## src/rtl/sm4_out_serializer_if.sv

```systemverilog
// Byte-stream handshake between the SM4 output serializer and the
// UART/transmit path. The serializer is the master and drives data/valid;
// the sink answers with ready.
interface sm4_out_serializer_if;
    logic [7:0] tx_data;
    logic       tx_valid;
    logic       tx_ready;

    modport master (
        output tx_data,
        output tx_valid,
        input  tx_ready
    );

    modport slave (
        input  tx_data,
        input  tx_valid,
        output tx_ready
    );
endinterface

```

## src/rtl/sm4_out_serializer.sv

```systemverilog
// SM4 output serializer: captures a result block on the rising edge of
// one_round_ok into a single-entry pending slot, then streams it MSB byte
// first over a valid/ready byte interface. Tracks completed blocks against
// the expected message length and flags dropped captures.
module sm4_out_serializer #(
    parameter int DATA_W = 384
) (
    input  logic              clk,
    input  logic              rst,
    input  logic              clr,
    input  logic [DATA_W-1:0] sm4_dout_i,
    input  logic              one_round_ok,
    input  logic [31:0]       all_group_num,
    sm4_out_serializer_if.master tx,
    output logic              send_ok,
    output logic              out_ok,
    output logic [31:0]       group_cnt,
    output logic              all_sent,
    output logic              overflow
);

    localparam int NBYTES = DATA_W / 8;
    localparam int BCW    = (NBYTES > 1) ? $clog2(NBYTES) : 1;
    localparam logic [BCW-1:0] LAST_BYTE = BCW'(NBYTES - 1);

    typedef enum logic [1:0] {
        ST_IDLE = 2'd0,
        ST_SEND = 2'd1,
        ST_DONE = 2'd2
    } state_t;

    state_t              state_r;
    state_t              state_s;
    logic                rok_r;
    logic                pend_vld_r;
    logic [DATA_W-1:0]   pend_data_r;
    logic [DATA_W-1:0]   shreg_r;
    logic [BCW-1:0]      byte_cnt_r;
    logic                tx_valid_r;
    logic                send_ok_r;
    logic                out_ok_r;
    logic [31:0]         group_cnt_r;
    logic                all_sent_r;
    logic                overflow_r;

    logic                capture_s;
    logic                load_s;
    logic                accept_s;
    logic                drop_s;
    logic                write_s;
    logic                pend_vld_s;

    // Next-state logic: decide when to load the shift register and advance.
    always_comb begin
        state_s  = state_r;
        load_s   = 1'b0;
        accept_s = 1'b0;
        case (state_r)
            ST_IDLE: begin
                if (pend_vld_r) begin
                    load_s  = 1'b1;
                    state_s = ST_SEND;
                end else begin
                    state_s = ST_IDLE;
                end
            end
            ST_SEND: begin
                accept_s = tx.tx_ready;
                if (tx.tx_ready && (byte_cnt_r == LAST_BYTE)) begin
                    state_s = ST_DONE;
                end else begin
                    state_s = ST_SEND;
                end
            end
            ST_DONE: begin
                // A block already waiting starts right away: no idle gap.
                if (pend_vld_r) begin
                    load_s  = 1'b1;
                    state_s = ST_SEND;
                end else begin
                    state_s = ST_IDLE;
                end
            end
            default: begin
                state_s = ST_IDLE;
            end
        endcase
    end

    // Capture/drop decode for the single-entry pending slot.
    always_comb begin
        capture_s = one_round_ok & ~rok_r;
        // A drain in the same cycle frees the slot, so the capture is kept.
        drop_s    = capture_s & pend_vld_r & ~load_s;
        write_s   = capture_s & ~drop_s;
        if (capture_s) begin
            pend_vld_s = 1'b1;
        end else if (load_s) begin
            pend_vld_s = 1'b0;
        end else begin
            pend_vld_s = pend_vld_r;
        end
    end

    // FSM state register and registered handshake outputs.
    always_ff @(posedge clk) begin
        if (rst) begin
            state_r    <= ST_IDLE;
            tx_valid_r <= 1'b0;
            send_ok_r  <= 1'b0;
            out_ok_r   <= 1'b1;
        end else begin
            state_r    <= state_s;
            tx_valid_r <= (state_s == ST_SEND);
            send_ok_r  <= (state_s == ST_DONE);
            out_ok_r   <= ~pend_vld_s;
        end
    end

    // Edge detector and pending slot.
    always_ff @(posedge clk) begin
        if (rst) begin
            rok_r       <= 1'b0;
            pend_vld_r  <= 1'b0;
            pend_data_r <= '0;
        end else begin
            rok_r      <= one_round_ok;
            pend_vld_r <= pend_vld_s;
            if (write_s) begin
                pend_data_r <= sm4_dout_i;
            end else begin
                pend_data_r <= pend_data_r;
            end
        end
    end

    // Shift register and byte counter: load on drain, shift on each accepted byte.
    always_ff @(posedge clk) begin
        if (rst) begin
            shreg_r    <= '0;
            byte_cnt_r <= '0;
        end else if (load_s) begin
            shreg_r    <= pend_data_r;
            byte_cnt_r <= '0;
        end else if (accept_s) begin
            shreg_r    <= shreg_r << 8;
            byte_cnt_r <= byte_cnt_r + {{(BCW-1){1'b0}}, 1'b1};
        end else begin
            shreg_r    <= shreg_r;
            byte_cnt_r <= byte_cnt_r;
        end
    end

    // Message bookkeeping: block count, end-of-message and drop flags; clr wins.
    always_ff @(posedge clk) begin
        if (rst) begin
            group_cnt_r <= 32'd0;
            all_sent_r  <= 1'b0;
            overflow_r  <= 1'b0;
        end else if (clr) begin
            group_cnt_r <= 32'd0;
            all_sent_r  <= 1'b0;
            overflow_r  <= 1'b0;
        end else begin
            if (state_r == ST_DONE) begin
                group_cnt_r <= group_cnt_r + 32'd1;
                if ((group_cnt_r + 32'd1 == all_group_num) && (all_group_num != 32'd0)) begin
                    all_sent_r <= 1'b1;
                end else begin
                    all_sent_r <= all_sent_r;
                end
            end else begin
                group_cnt_r <= group_cnt_r;
                all_sent_r  <= all_sent_r;
            end
            if (drop_s) begin
                overflow_r <= 1'b1;
            end else begin
                overflow_r <= overflow_r;
            end
        end
    end

    assign tx.tx_data  = shreg_r[DATA_W-1 -: 8];
    assign tx.tx_valid = tx_valid_r;
    assign send_ok     = send_ok_r;
    assign out_ok      = out_ok_r;
    assign group_cnt   = group_cnt_r;
    assign all_sent    = all_sent_r;
    assign overflow    = overflow_r;

endmodule

```

## src/flat_wrapper.sv

```systemverilog
// flat-port wrapper written by rule: the top's interface ports become plain ports
module sm4_out_serializer_flat 
#(
    parameter int DATA_W = 384
)
  (clk, rst, clr, sm4_dout_i, one_round_ok, all_group_num, send_ok, out_ok, group_cnt, all_sent, overflow, tx_tx_data, tx_tx_valid, tx_tx_ready);
  sm4_out_serializer_if tx_i ();
  input  logic clk;
  input  logic rst;
  input  logic clr;
  input  logic [DATA_W-1:0] sm4_dout_i;
  input  logic one_round_ok;
  input  logic [31:0] all_group_num;
  output logic send_ok;
  output logic out_ok;
  output logic [31:0] group_cnt;
  output logic all_sent;
  output logic overflow;
  output wire logic [$bits(tx_i.tx_data)-1:0] tx_tx_data;
  output wire logic [$bits(tx_i.tx_valid)-1:0] tx_tx_valid;
  input wire logic [$bits(tx_i.tx_ready)-1:0] tx_tx_ready;
  assign tx_tx_data = tx_i.tx_data;
  assign tx_tx_valid = tx_i.tx_valid;
  assign tx_i.tx_ready = tx_tx_ready;
  sm4_out_serializer #(.DATA_W(DATA_W)) u_core (.clk(clk), .rst(rst), .clr(clr), .sm4_dout_i(sm4_dout_i), .one_round_ok(one_round_ok), .all_group_num(all_group_num), .tx(tx_i), .send_ok(send_ok), .out_ok(out_ok), .group_cnt(group_cnt), .all_sent(all_sent), .overflow(overflow));
endmodule
```

## config.mk

```make
export PLATFORM = sky130hd
export DESIGN_NAME = sm4_out_serializer_flat
export DESIGN_NICKNAME = d
export VERILOG_FILES = /design/src/rtl/sm4_out_serializer_if.sv /design/src/rtl/sm4_out_serializer.sv /design/src/flat_wrapper.sv
export SDC_FILE = /design/constraint.sdc
export NUM_CORES = 2
export LEC_CHECK = 0
export ABC_AREA = 1
export ABC_CLOCK_PERIOD_IN_PS = 1700
export BUFFER_PORTS_ARGS = -buffer_cell sky130_fd_sc_hd__clkbuf_2
export CAP_MARGIN = 30
export CORE_MARGIN = 2
export CORE_UTILIZATION = 25
export CTS_BUF_LIST = sky130_fd_sc_hd__clkbuf_2 sky130_fd_sc_hd__clkbuf_4 sky130_fd_sc_hd__clkbuf_8
export DETAILED_ROUTE_END_ITERATION = 16
export GPL_TIMING_DRIVEN = 0
export PLACE_DENSITY_LB_ADDON = 0.2
export RECOVER_POWER = 50
export SLEW_MARGIN = 20
export SYNTH_ARGS = -nofsm -noshare
export SYNTH_HDL_FRONTEND = slang
export SYNTH_SLANG_ARGS = --single-unit
```

## constraint.sdc

```tcl
create_clock -name clk -period 1.7 [get_ports clk]
set_input_delay 0.085 -clock clk [delete_from_list [all_inputs] [get_ports clk]]
set_output_delay 0.085 -clock clk [all_outputs]
set_load 0.05 [all_outputs]
```

# Yosys cells after proc, flatten, opt, wreduce, memory -nomap -nowiden
# Cells that the tools add are included.
# word_totals
latchBits	0
regBits	815
mem_bits_rw	0
output_inout_bits	45
in_bits	421
mem_bits_ro	0
memories	0
elab_cells	47
# op_classes
n_mul	0
order_cmp	0
muxes	10
n_div	0
eq_ne	6
bitwise_logic	8
n_addsub	2
n_reduce_logical	9
n_shift	0
# op_table
cell	n
$mux 384	2
$add 32x1->32 const B	1
$eq 32x32->1	1
$reduce_bool 32->1	1
$add 6x1->6 const B	1
$eq 6x6->1 const B	1
$mux 1	6
$reduce_or 2->1	3
$and 1x1->1	4
$eq 2x1->1 const B	2
$eq 2x2->1 const B	2
$not 1->1	4
$pmux 2 s2	1
$logic_and 1x1->1	2
$logic_not 2->1	1
$mux 2	1
$reduce_and 2->1	1
$reduce_bool 2->1	1

# Depth between registers and ports, before layout
# logic_depth
word_depth	7
ltp_mapped	15

# Least setup slack after synthesis
# OpenSTA, ideal clock, no wires.
# synth_timing
kind	register to register
startpoint	reg u_core.group_cnt_r[0] (netlist: u_core.group_cnt[0])
endpoint	reg u_core.all_sent_r (netlist: u_core.all_sent)
setup_slack_ps	-519
path_buffers	0
arrival_ps	2149
path_stages_with_launch	16
setup_ps	71
synth_period_minus_slack_ps	2219
required_ps	1629
cell_sequence	dfxtp_1 -> ha_1 -> nand2_2 -> nor2_4 -> nand2_2 -> nor2_4 -> nand2_1 -> nand2_1 -> nand2_1 -> nand2_1 -> nand2_1 -> nor2_1 -> nand2_1 -> nor2_1 -> nand3_1 -> a21oi_1
# synth_between
elab_chain_cells	4
# synth_rtl
item	line	text
from (decl)	sm4_out_serializer.sv:42	logic [31:0] group_cnt_r;
from (signal assigned)	sm4_out_serializer.sv:166	group_cnt_r <= group_cnt_r + 32'd1;
from (signal assigned)	sm4_out_serializer.sv:173	group_cnt_r <= group_cnt_r;
$add 32x1->32	sm4_out_serializer.sv:167	if ((group_cnt_r + 32'd1 == all_group_num) && (all_group_num != 32'd0)) begin
$eq 32x32->1	sm4_out_serializer.sv:167	
$logic_and 1x1->1	sm4_out_serializer.sv:167	
$reduce_and 2->1 (no source line)	--	
to (signal assigned)	sm4_out_serializer.sv:170	all_sent_r <= all_sent_r;
to (signal assigned)	sm4_out_serializer.sv:174	all_sent_r <= all_sent_r;
to (decl)	sm4_out_serializer.sv:43	logic all_sent_r;
# No other way between the ends.
# A chain may end at the register's enable or synchronous reset.

# Worst setup path in the final report
# Ends and elaborated chain as after synthesis.

==> run_results.csv <==
group,metric,value,unit
route,routed_wl,133.9,mm
route,detail_route.vias_per_cell,4.574,
logic_synthesis,synthTopCellsByCount,"1222 x nor2_1, 954 x nand2_1, 815 x dfxtp_1",
sta,whs,0.07183,ns
sta,relSlewSlack,38.14,%
global_routing,grt_overflow_total,0,
global_routing,grt_max_degree,20,
worst_setup_path,path_buf_inv,3,
hold_path,hp-class,"in -> reg",
route,drtAntennaViolNets,0,
route,drc,0,
sta,rsz0062_at_grt,"yes",
logic_synthesis,synth.distinct_cells,31,
placed_design,dpl.hpwl,89.52,mm
worst_setup_path,cp_cell_sequence,"ha_4 > nand2_4 > nor2_4 > buf_4 > buf_4 > nand3_1 > nand3_1 > nand2_1 > inv_1 > nand3_2 > nor2_1 > nand3_1 > nor2_1 > nand3_1 > a21oi_1",
logic_synthesis,synth_edf_count,0,
global_routing,grt_pass1_wl,204.5,mm
sta,fin_crit_sh,125.1,%
logic_synthesis,syn_area,32710,um2
logic_synthesis,netlist_instances,4418,
clock_tree,cts_tree,"done",
worst_setup_path,path_max_fanout,5,
worst_setup_path,critPathSlowestCell,"dfxtp_4",
logic_synthesis,synthArstFlopShare,0,%
layout,layout-drive-gt1-share,21.04,%
floorplan,num_rows,132,
logic_synthesis,syn_area_per_cell,7.404,um2
logic_synthesis,syn_nets,4841,
logic_synthesis,synth-warning-count,0,
global_routing,antenna_found_initial,23,
worst_setup_path,cp.required,2.46,ns
clock_tree,clk_latency,0.88,ns
floorplan,die_height,365.7,um
worst_setup_path,end_kind,"register",
worst_setup_path,critPathLaunchType,"register",
sta,setup_viol,492,
clock_tree,clkSinkCount,815,
route,first_iter_violations,2327,
floorplan,pin_count,466,
layout,area_growth,56.56,%
logic_synthesis,ys_ff_latch,815,
sta,hold_viol_final,0,
logic_synthesis,ys_seq_area_share,49.88,%
logic_synthesis,synth_top_area_share,49.88,%
global_routing,grt_usage,19.36,%
route,first_pass_iters,5,
worst_setup_path,worstPathArrival,2.89,ns
clock_tree,cts_max_path_buffers,3,
clock_tree,cts_buffers,152,
route,avgRoutedWirePerCell,17.34,um
sta,finalCriticalPeriod,2.127,ns
floorplan,core_region_area,129600,um2
global_routing,grt_pass1_vias,36160,
sta,tightest_slew,0.9279,ns
clock_tree,cts.clk_slew.worst_paths,0.06,ns
logic_synthesis,yosys_most_used_dff,"dfxtp_1",
floorplan,dieArea,133800,um2
outcome,failed_checks,"negative setup slack",
layout,fill_cells,13270,
worst_setup_path,critPathMaxStageDelay,0.38,ns
floorplan,dieWidth,365.7,um
sta,max_freq,0.4702,GHz
floorplan,start_util,25.23,%
logic_synthesis,ys_top_cells_by_area,"dfxtp_1 50%, nor2_1 14%, nand2_1 11%",
power,irDropWorstVdd,665.6,uV
clock_tree,clockRootBuffer,"clkbuf_8",
logic_synthesis,synth_top_area_cell,"dfxtp_1",
outcome,status,"finished with violations",
placed_design,gp_congestion,0.8595,
power,powerDensity,985.6,nW/um2
layout,fin_nets,6271,
power,leakage,0.02057,uW
power,power,50480,uW
clock_tree,htreeDepth,4,
run,maxCapViolCount,0,
route,num_vias,35320,
worst_setup_path,crit_top_cell,"nand3_1",
sta,setup_ws,-0.4267,ns
worst_setup_path,crit_family,"simple AND/OR/NAND/NOR gates",
placed_design,port-buffer-count,464,
sta,slew_viol_final,0,
sta,skew,0.04812,ns
logic_synthesis,synth_most_common_cell,"nor2_1",
worst_setup_path,critPathKind,"reg -> reg",
==> cell type report <==
cell class,count,area (um2),share of cell area (%)
Multi-Input combinational cell,3146,15390,30.04
Inverter,104,420.4,0.8209
Clock buffer,241,2985,5.829
Antenna cell,14,35.03,0.06840
Timing Repair Buffer,1279,10900,21.29
Sequential cell,815,16390,32.00
Clock inverter,30,344.1,0.6718
Buffer,350,2570,5.018
Tap cell,1742,2180,4.256
==> state kept, by name, summed over array words and instances (netlist names) <==
name / cells
u_core.pend_vld_r: 1
u_core.out_ok: 1
u_core.tx.tx_valid: 1
u_core.group_cnt: 32
u_core.all_sent: 1
u_core.state_r: 2
u_core.shreg_r: 384
u_core.pend_data_r: 384
u_core.send_ok: 1
u_core.rok_r: 1
u_core.overflow: 1
u_core.byte_cnt_r: 6
==> metrics by stage <==
| stage | cell area (um2) | TNS, ns | setup slack, ns | utilization (%) | instances |
|---|---|---|---|---|---|
| final | 51220 | -17.75 | -0.4267 | 39.50 | 7721 |
| after global routing | 51210 | -91.40 | -0.5364 | 39.50 | 7718 |
| after CTS | 49970 | -0.3218 | -0.3056 | 38.54 | 7689 |
| after detailed placement | 37380 | -944.21 | -1.499 | 28.83 | 6630 |
| after global placement | 37300 | -1032.60 | -1.660 | 28.77 | 6624 |
| after floorplan | 32800 | -0.09610 | -0.09610 | - | 4418 |
==> routing by layer <==
metal  GRT usage [%]  share of wire (%)  up-vias
met5               0              0.076        -
met4           6.445                2.8       16
met3           3.928                5.0      273
met2           32.23                 47      955
met1           24.89                 45    16420
li1                -                  -    17650
==> logic make-up after synthesis <==
family                   share of synthesized area [%]
AO/OA/AOI/OAI                                    17.32
buffers and inverters                            5.466
flip-flops                                       49.88
AND/OR/NAND/NOR                                  27.02
XOR/XNOR                                        0.2448
adder cells (fa/ha/maj)                        0.07648
==> report_power, final <==
part           internal (uW)  switching [uW]
logic                   3760            4250
clock network          11800            8910
registers              20800             967
==> cells in the final DEF (no fill, tap or decap), types with 5 or more instances in the layout <==
master,n
buf_12,9
nand4_1,5
inv_1,98
clkbuf_1,99
inv_12,5
nand3_1,66
dfxtp_4,13
clkinv_2,13
dfxtp_2,21
nand3b_1,7
diode_2,14
a31oi_1,10
nor2_4,31
nor2_2,72
a21oi_1,40
clkbuf_2,497
a311oi_2,49
clkbuf_4,115
clkbuf_16,18
inv_6,5
buf_2,14
clkbuf_8,216
o21ai_0,415
buf_4,57
dlygate4sd3_1,777
o211ai_1,6
a311oi_1,319
nand2_2,25
buf_6,47
buf_8,20
o21ai_1,9
nor2_1,1132
dfxtp_1,781
nand2_1,931
==> worst register-to-register path: cells and delay by family, from the launching register on <==
family                   cells  cell delay (ns)
AO/OA/AOI/OAI                1             0.15
adder cells (fa/ha/maj)      1             0.16
buffers and inverters        3             0.29
flip-flops                   1             0.38
AND/OR/NAND/NOR             10             1.11
==> timing repair <==
item,4_1_cts,5_1_grt
hold endpoints to repair,423,0
endpoints found under the setup margin,847,747
resized for setup,470,477
pin swaps,6,37
buffers inserted,12,13
hold buffers,777,0
cloned,1,5
==> path summary, 6_finish.rpt <==
path	from	to	slack, ns	cells after the start
worst max-delay path	u_core.group_cnt[0]	u_core.all_sent	-0.43	15
worst min register to register	u_core.all_sent	u_core.all_sent	0.45	2
worst max register to register	u_core.group_cnt[0]	u_core.all_sent	-0.43	15
worst min-delay path	sm4_dout_i[105]	u_core.pend_data_r[105]	0.07	4
Note: power is estimated with default switching activity, not from simulation.
